===== src/rtl/ram_port_arbiter.sv =====
// ram_port_arbiter
//   Sole owner of the byte-wide parameter/image RAM port. Two requesters share it:
//   - a word writer (loader), and
//   - a byte/word reader (compute engine).
//   Each 16-bit word moves as two big-endian byte cycles: the high byte goes to addr and
//   the low byte goes to addr+1. When both requesters ask at once, the grant alternates
//   between them. After reset the write side wins the first tie.
//
// Ports
//   clk, RST              clock, synchronous active-high reset
//   wrReq/wrAddr/wrData   word write request (level, held until wrAck)
//   wrAck                 one-cycle pulse once the low byte has been written
//   rdReq/rdWord/rdAddr   read request (level, held until rdValid); rdWord=1 -> 16-bit
//   rdData/rdValid        read result (byte reads zero-extended), one-cycle valid pulse
//   ramAddress/ramDataIn  RAM address and write data (hold their value when idle)
//   ramDataOut            RAM read data, valid RD_LATENCY cycles after the read strobe
//   readSignal/writeSignal RAM strobes (never both high)
//   busy                  high whenever a transaction is in flight
module ram_port_arbiter #(
  parameter int ADDR_W     = 16,
  parameter int RD_LATENCY = 1
) (
  input  logic              clk,
  input  logic              RST,
  input  logic              wrReq,
  input  logic [ADDR_W-1:0] wrAddr,
  input  logic [15:0]       wrData,
  output logic              wrAck,
  input  logic              rdReq,
  input  logic              rdWord,
  input  logic [ADDR_W-1:0] rdAddr,
  output logic [15:0]       rdData,
  output logic              rdValid,
  output logic [ADDR_W-1:0] ramAddress,
  output logic [7:0]        ramDataIn,
  input  logic [7:0]        ramDataOut,
  output logic              readSignal,
  output logic              writeSignal,
  output logic              busy
);

  typedef enum logic [2:0] {
    IDLE, WR_HI, WR_LO, RD_HI, RD_HI_W, RD_LO, RD_LO_W
  } state_t;

  // Wait-counter reload: the capture happens in the RD_*_W cycle where the count is zero.
  localparam logic [1:0] LAT_M1 = 2'(RD_LATENCY - 1);

  state_t            r_state;
  logic [ADDR_W-1:0] r_addr;      // latched transaction base address
  logic [7:0]        r_wr_lo;     // low byte of the write word
  logic              r_word;      // latched rdWord
  logic [7:0]        r_hi;        // high byte of a word read, held until the low byte arrives
  logic [1:0]        r_cnt;
  logic              r_last_rd;   // 1 = last grant went to the reader
  logic [ADDR_W-1:0] r_ram_addr;
  logic [7:0]        r_ram_din;
  logic              r_rd_stb;
  logic              r_wr_stb;
  logic              r_wr_ack;
  logic              r_rd_valid;
  logic [15:0]       r_rd_data;

  logic              w_grant_wr;
  logic              w_grant_rd;
  logic [ADDR_W-1:0] w_addr_p1;

  // On a tie, the side that did not win last time gets the grant.
  assign w_grant_wr = wrReq & (~rdReq | r_last_rd);
  assign w_grant_rd = rdReq & ~w_grant_wr;
  assign w_addr_p1  = r_addr + 1'b1;   // wraps modulo 2^ADDR_W

  always_ff @(posedge clk) begin
    if (RST) begin
      r_state    <= IDLE;
      r_addr     <= '0;
      r_wr_lo    <= '0;
      r_word     <= 1'b0;
      r_hi       <= '0;
      r_cnt      <= '0;
      r_last_rd  <= 1'b1;
      r_ram_addr <= '0;
      r_ram_din  <= '0;
      r_rd_stb   <= 1'b0;
      r_wr_stb   <= 1'b0;
      r_wr_ack   <= 1'b0;
      r_rd_valid <= 1'b0;
      r_rd_data  <= '0;
    end else begin
      r_wr_ack   <= 1'b0;
      r_rd_valid <= 1'b0;
      case (r_state)
        IDLE: begin
          // Strobes and address are set up here, so they are registered and line up
          // with the state they belong to.
          if (w_grant_wr) begin
            r_addr     <= wrAddr;
            r_wr_lo    <= wrData[7:0];
            r_last_rd  <= 1'b0;
            r_ram_addr <= wrAddr;
            r_ram_din  <= wrData[15:8];
            r_wr_stb   <= 1'b1;
            r_state    <= WR_HI;
          end else if (w_grant_rd) begin
            r_addr     <= rdAddr;
            r_word     <= rdWord;
            r_last_rd  <= 1'b1;
            r_ram_addr <= rdAddr;
            r_rd_stb   <= 1'b1;
            r_state    <= RD_HI;
          end
        end
        WR_HI: begin
          r_ram_addr <= w_addr_p1;
          r_ram_din  <= r_wr_lo;
          r_wr_ack   <= 1'b1;   // lands in the low-byte cycle
          r_state    <= WR_LO;
        end
        WR_LO: begin
          r_wr_stb <= 1'b0;
          r_state  <= IDLE;
        end
        RD_HI: begin
          r_rd_stb <= 1'b0;
          r_cnt    <= LAT_M1;
          r_state  <= RD_HI_W;
        end
        RD_HI_W: begin
          if (r_cnt == 2'd0) begin
            if (r_word) begin
              r_hi       <= ramDataOut;
              r_ram_addr <= w_addr_p1;
              r_rd_stb   <= 1'b1;
              r_state    <= RD_LO;
            end else begin
              r_rd_data  <= {8'h00, ramDataOut};
              r_rd_valid <= 1'b1;
              r_state    <= IDLE;
            end
          end else begin
            r_cnt <= r_cnt - 2'd1;
          end
        end
        RD_LO: begin
          r_rd_stb <= 1'b0;
          r_cnt    <= LAT_M1;
          r_state  <= RD_LO_W;
        end
        RD_LO_W: begin
          if (r_cnt == 2'd0) begin
            // rdData changes only on completion, so it holds the previous result meanwhile.
            r_rd_data  <= {r_hi, ramDataOut};
            r_rd_valid <= 1'b1;
            r_state    <= IDLE;
          end else begin
            r_cnt <= r_cnt - 2'd1;
          end
        end
        default: begin
          r_rd_stb <= 1'b0;
          r_wr_stb <= 1'b0;
          r_state  <= IDLE;
        end
      endcase
    end
  end

  assign wrAck       = r_wr_ack;
  assign rdData      = r_rd_data;
  assign rdValid     = r_rd_valid;
  assign ramAddress  = r_ram_addr;
  assign ramDataIn   = r_ram_din;
  assign readSignal  = r_rd_stb;
  assign writeSignal = r_wr_stb;
  assign busy        = (r_state != IDLE);

endmodule


===== config.mk =====
export PLATFORM = sky130hd
export DESIGN_NAME = ram_port_arbiter
export DESIGN_NICKNAME = d
export VERILOG_FILES = /design/src/rtl/ram_port_arbiter.sv
export SDC_FILE = /design/constraint.sdc
export NUM_CORES = 1
export LEC_CHECK = 0
export ABC_AREA = 1
export BUFFER_PORTS_ARGS = -buffer_cell sky130_fd_sc_hd__buf_2
export CAP_MARGIN = 25
export CORE_ASPECT_RATIO = 1.5
export CORE_MARGIN = 10
export CORE_UTILIZATION = 52
export DETAILED_ROUTE_END_ITERATION = 8
export GPL_TIMING_DRIVEN = 0
export MAX_ROUTING_LAYER = met4
export PLACE_DENSITY_LB_ADDON = 0.3
export SYNTH_ARGS = -nofsm -noshare
export SYNTH_HDL_FRONTEND = slang
export SYNTH_SLANG_ARGS = --single-unit

===== constraint.sdc =====
create_clock -name clk -period 1.55 [get_ports clk]
set_input_delay 0.155 -clock clk [delete_from_list [all_inputs] [get_ports clk]]
set_output_delay 0.155 -clock clk [all_outputs]
set_load 0.1 [all_outputs]

# ---- Yosys cells after proc, flatten, opt, wreduce, memory -nomap -nowiden
# Cells that the tools add are included.
dict set report word_totals {
  regBits 83
  output_inout_bits 45
  in_bits 61
}
dict set report op_classes {
  muxes 32
  n_eq_ne 15
  n_bitwise 7
  n_reduce_logical 23
  add_sub_neg 2
}
# operator n
set ops {}
lappend ops {{$mux 16} 7}
lappend ops {{$pmux 16 s3} 1}
lappend ops {{$pmux 16 s2} 1}
lappend ops {{$pmux 3 s6} 1}
lappend ops {{$add 16x1->16 const B} 1}
lappend ops {{$ne 2x2->1 const B} 8}
lappend ops {{$pmux 8 s2} 1}
lappend ops {{$mux 3} 5}
lappend ops {{$mux 1} 10}
lappend ops {{$reduce_and 2->1} 5}
lappend ops {{$eq 3x3->1 const B} 3}
lappend ops {{$reduce_and 3->1} 3}
lappend ops {{$mux 8} 1}
lappend ops {{$reduce_and 4->1} 2}
lappend ops {{$reduce_bool 2->1} 4}
lappend ops {{$eq 3x2->1 const B} 2}
lappend ops {{$reduce_bool 3->1} 2}
lappend ops {{$reduce_and 5->1} 1}
lappend ops {{$reduce_or 5->1} 1}
lappend ops {{$not 1->1} 4}
lappend ops {{$pmux 1 s2} 2}
lappend ops {{$pmux 2 s2} 1}
lappend ops {{$reduce_or 2->1} 2}
lappend ops {{$eq 3x1->1 const B} 1}
lappend ops {{other kinds (9)} 10}

# ---- Depth between registers and ports, before layout
dict set report depth {
  depth_word 8
  mapped_depth 11
  mapped_depth_nobuf 10
}

# ---- Least setup slack after synthesis
# Ideal clock, no wire load.
dict set report synth_path {
  path_kind {reg-to-reg}
  from {reg r_state[0]}
  to {reg r_addr[6]}
  setup_ps 74
  synth_period_minus_slack_ps 1717
  arrival_ps 1643
  slack_ps -167
  path_stages_with_launch 7
  path_buffers 1
  cell_sequence {dfxtp_1 > nor2_2 > nand2_2 > a21oi_4 > clkbuf_1 > o21ai_0 > a31oi_1}
}
dict set report synth_between {
  elab_chain_cells 2
}
# item line_no
set synth_rtl {}
lappend synth_rtl {{start, declared} 49} ;# state_t r_state;
lappend synth_rtl {{start signal, assigned} 75} ;# r_state <= IDLE;
lappend synth_rtl {{start signal, assigned} 103} ;# r_state <= WR_HI;
lappend synth_rtl {{start signal, assigned} 110} ;# r_state <= RD_HI;
lappend synth_rtl {{$logic_not 3->1} 92} ;# case (r_state)
lappend synth_rtl {{$reduce_and 2->1 (no line)} --}
lappend synth_rtl {{end signal, assigned} 97} ;# r_addr <= wrAddr;
lappend synth_rtl {{end signal, assigned} 105} ;# r_addr <= rdAddr;
lappend synth_rtl {{end, declared} 50} ;# logic [ADDR_W-1:0] r_addr;
# No other way between the ends.
# A chain may end at the register's enable or synchronous reset.

# ---- Worst setup path in the final report
dict set report layout_path {
  from {reg r_state[1]}
  to {reg r_ram_addr[6], in the netlist ramAddress[6]}
}
dict set report layout_between {
  elab_chain_cells 3
  elab_cells_between_ends 9
}
# item line_no
set layout_rtl {}
lappend layout_rtl {{$eq 3x3->1 (tied with other cells)} 92}
lappend layout_rtl {{$ne 2x2->1 (no line) (tied with other cells)} --}
lappend layout_rtl {{$reduce_and 4->1 (no line)} --}
lappend layout_rtl {{end signal, assigned} 100} ;# r_ram_addr <= wrAddr;
lappend layout_rtl {{end signal, assigned} 108} ;# r_ram_addr <= rdAddr;
lappend layout_rtl {{end signal, assigned} 114} ;# r_ram_addr <= w_addr_p1;
lappend layout_rtl {{end, declared} 56} ;# logic [ADDR_W-1:0] r_ram_addr;
# Parallel ways exist; a longest one is shown, timed or not.

==> results.sh <==
export IMPL_setup_slack_ns=-0.0608
export IMPL_start_util=0.529
export IMPL_crit_arrival_ns=1.89
export IMPL_synth_async_reset_ratio=0
export IMPL_clock_sinks=83
export IMPL_fp_dieW_um=89.8
export IMPL_cts_tree="done"
export IMPL_nNetsFinal=735
export IMPL_ant_nets=0
export IMPL_synth_commonest_cells="nand2_1 (113), dfxtp_1 (83), nor2_1 (82)"
export IMPL_synth_area_um2=3800
export IMPL_core_area_um2=7180
export IMPL_antenna_found_initial=0
export IMPL_yosysTopAreaCell="dfxtp_1"
export IMPL_final_util=0.687
export IMPL_cts_inserted_buffers=9
export IMPL_yosysUniqueCellTypes=26
export IMPL_worst_hold_slack_ns=0.0120
export IMPL_placed_area_um2=4470
export IMPL_grt_usage=0.203
export IMPL_root_buffer="clkbuf_8"
export IMPL_final_cells=777
export IMPL_area_growth_pct=29.9
export IMPL_power_mw=8.38
export IMPL_dr_first_iter_drc_count=195
export IMPL_clockBufferDepth=2
export IMPL_hold_path_depth=3
export IMPL_hpwlAfterDp_um=8440
export IMPL_fin_skew_ns=0.00968
export IMPL_yosysMostFrequentCell="nand2_1"
export IMPL_htree_levels=3
export IMPL_synth_seq_area_share=0.438
export IMPL_place_inst=751
export IMPL_insertion_delay_ns=0.37
export IMPL_max_vdd_ir_drop_v=0.00109
export IMPL_slew_violations=0
export IMPL_synth_edf_count=0
export IMPL_layout_min_cycle_time_ns=1.61
export IMPL_multi_input_area_um2=1950
export IMPL_grt_pass1_wl_um=18500
export IMPL_crit_fanout=10
export IMPL_drc=0
export IMPL_row_count=38
export IMPL_drtPass1Iterations=5
export IMPL_leakage_nw=2.28
export IMPL_grt_pass1_vias=4039
export IMPL_setup_violations=6
export IMPL_status="finished, violations left"
export IMPL_dieArea_um2=11200
export IMPL_final_cell_area_um2=4930
export IMPL_violations="setup timing"
export IMPL_timing_rr_end="ramAddress[6]"
export IMPL_wirelength_um=11500
export IMPL_synth_top_area_frac=0.438
export IMPL_rrSetupSlack_ns=-0.06
export IMPL_worstSetupEndpointType="flip-flop"
export IMPL_clk_pin_slew_worst_paths_ns=0.09
export IMPL_io_pins=106
export IMPL_antenna_cells=0
export IMPL_ys_ff_latch=83
export IMPL_cap_violations=0
export IMPL_layout_drive_gt1_share=0.282
export IMPL_reg2reg_from="r_state[1]"
export IMPL_syn_num_nets=609
export IMPL_gp_congestion=0.929
export IMPL_crit_required_ns=1.82
export IMPL_totalNegativeSetupSlack_ns=-0.176
export IMPL_worstHoldPathType="in -> reg"
export IMPL_synth_flop_cell="dfxtp_1"
export IMPL_powerDensity_nw_per_um2=1700
export IMPL_grt_max_degree=15
export IMPL_dp_slack_ns=-0.211
export IMPL_yosys_warnings=0
export IMPL_fp_dieH_um=125
export IMPL_route_detailed_wl_per_inst_um=14.7
export IMPL_vias=4055
export IMPL_holdPathEnd="r_wr_lo[2]"
export IMPL_cp_start_kind="flip-flop"
export IMPL_fillers=611
export IMPL_fmax_mhz=621
export IMPL_period_share=1.04
export IMPL_critical_path_class="reg -> reg"
export IMPL_synth_area_leaders="dfxtp_1 (44%), nand2_1 (11%), o21ai_0 (9.0%)"
export IMPL_rr_worst_depth=8
export IMPL_postSynthCellCount=546
export IMPL_max_slew_worst_pin_slew_ns=0.626
export IMPL_min_from="wrData[2]"
export IMPL_slew_headroom=0.582
export IMPL_regArea_um2=1670
export IMPL_rsz0062_at_grt="true"
export IMPL_grt_ovfl_total=0
export IMPL_finalHoldViolCount=0
export IMPL_avgSynthCellArea_um2=6.95
export IMPL_port_buffers=105
export IMPL_viasPerCell=5.22
state kept, by name, indices dropped and copies added (netlist names), 2 cells and up:
name,cells
r_addr,16
ramAddress,16
rdData,16
r_hi,8
r_wr_lo,8
ramDataIn,8
r_state,3
r_cnt,2
per-layer routing:
layer  wire [um]  global-route usage
met5           0                   -
met4         280              0.0888
met3         602              0.0495
met1        4510               0.211
met2        6060               0.354
cells in the final DEF (no fill, tap or decap), types with 2 or more instances in the layout:
cell type  count
nor2_4         5
nand4_1        4
clkinv_2       2
clkbuf_4       2
clkinv_4       2
clkbuf_8      10
a21oi_1       42
nand3_4        2
a21oi_2        4
nand2_1      110
buf_4         15
clkbuf_2       2
nand3b_1       2
xnor2_1        5
o21ai_1        7
a31oi_1       12
nor2_1        77
o21a_1         3
inv_2          8
clkbuf_1       8
nor2_2         7
dfxtp_1       79
nor3_1         2
o21ai_0       58
o21ai_2        3
buf_6          6
buf_2        105
o211ai_1       4
inv_1         40
dfxtp_2        3
nand3_1       30
xor2_1         2
nand2_4        2
ha_2           2
repair_timing:
| action | CTS | global route |
|---|---|---|
| hold buffers | 0 | 0 |
| buffers inserted | 1 | 9 |
| pin swaps | 2 | 8 |
| setup endpoints to repair | 53 | 54 |
| resized for setup | 25 | 50 |
layout make-up:
type                    instances  share of cell area
plain buffers                  25              0.0365
clock buffers                  10              0.0279
clock inverters                 6              0.0132
inverters                      49              0.0378
multi-input cells             389               0.396
flip-flops and latches         83               0.338
well taps                     100              0.0254
repair buffers                115               0.125
kinds of logic after synthesis:
| group | Yosys count | share of synthesized area |
|---|---|---|
| AND/OR/NAND/NOR | 245 | 0.268 |
| AO/OA/AOI/OAI | 135 | 0.190 |
| adder cells (fa/ha/maj) | 2 | 0.00659 |
| flip-flops | 83 | 0.438 |
| XOR/XNOR | 7 | 0.0162 |
| buffers and inverters | 74 | 0.0811 |
power by group:
group	internal, mW	switching (mW)	total [mW]
Combinational	0.972	2.97	3.94
Sequential	2.53	0.292	2.83
Clock	0.788	0.823	1.61
critical path, cell delays in order, from the launching register on:
cell     delay (ns)
dfxtp_2        0.36
nor2_4         0.24
nand4_1        0.28
nand3_4        0.20
inv_2          0.05
buf_6          0.14
o21a_1         0.16
nand2_1        0.06
inv_1          0.03
worst max path at each step:
stage / from / to / slack, ns / depth (start not counted)
floorplan: r_state[2] / rdData[15] / 0.09 / 8
global placement: r_state[0] / r_hi[4] / -0.14 / 6
detailed placement: r_state[0] / r_hi[6] / -0.21 / 6
CTS: r_cnt[0] / ramAddress[8] / -0.0003 / 10
global route: r_state[1] / ramAddress[6] / -0.12 / 8
finish: r_state[1] / ramAddress[6] / -0.06 / 8
(Power assumes the default switching activity.)
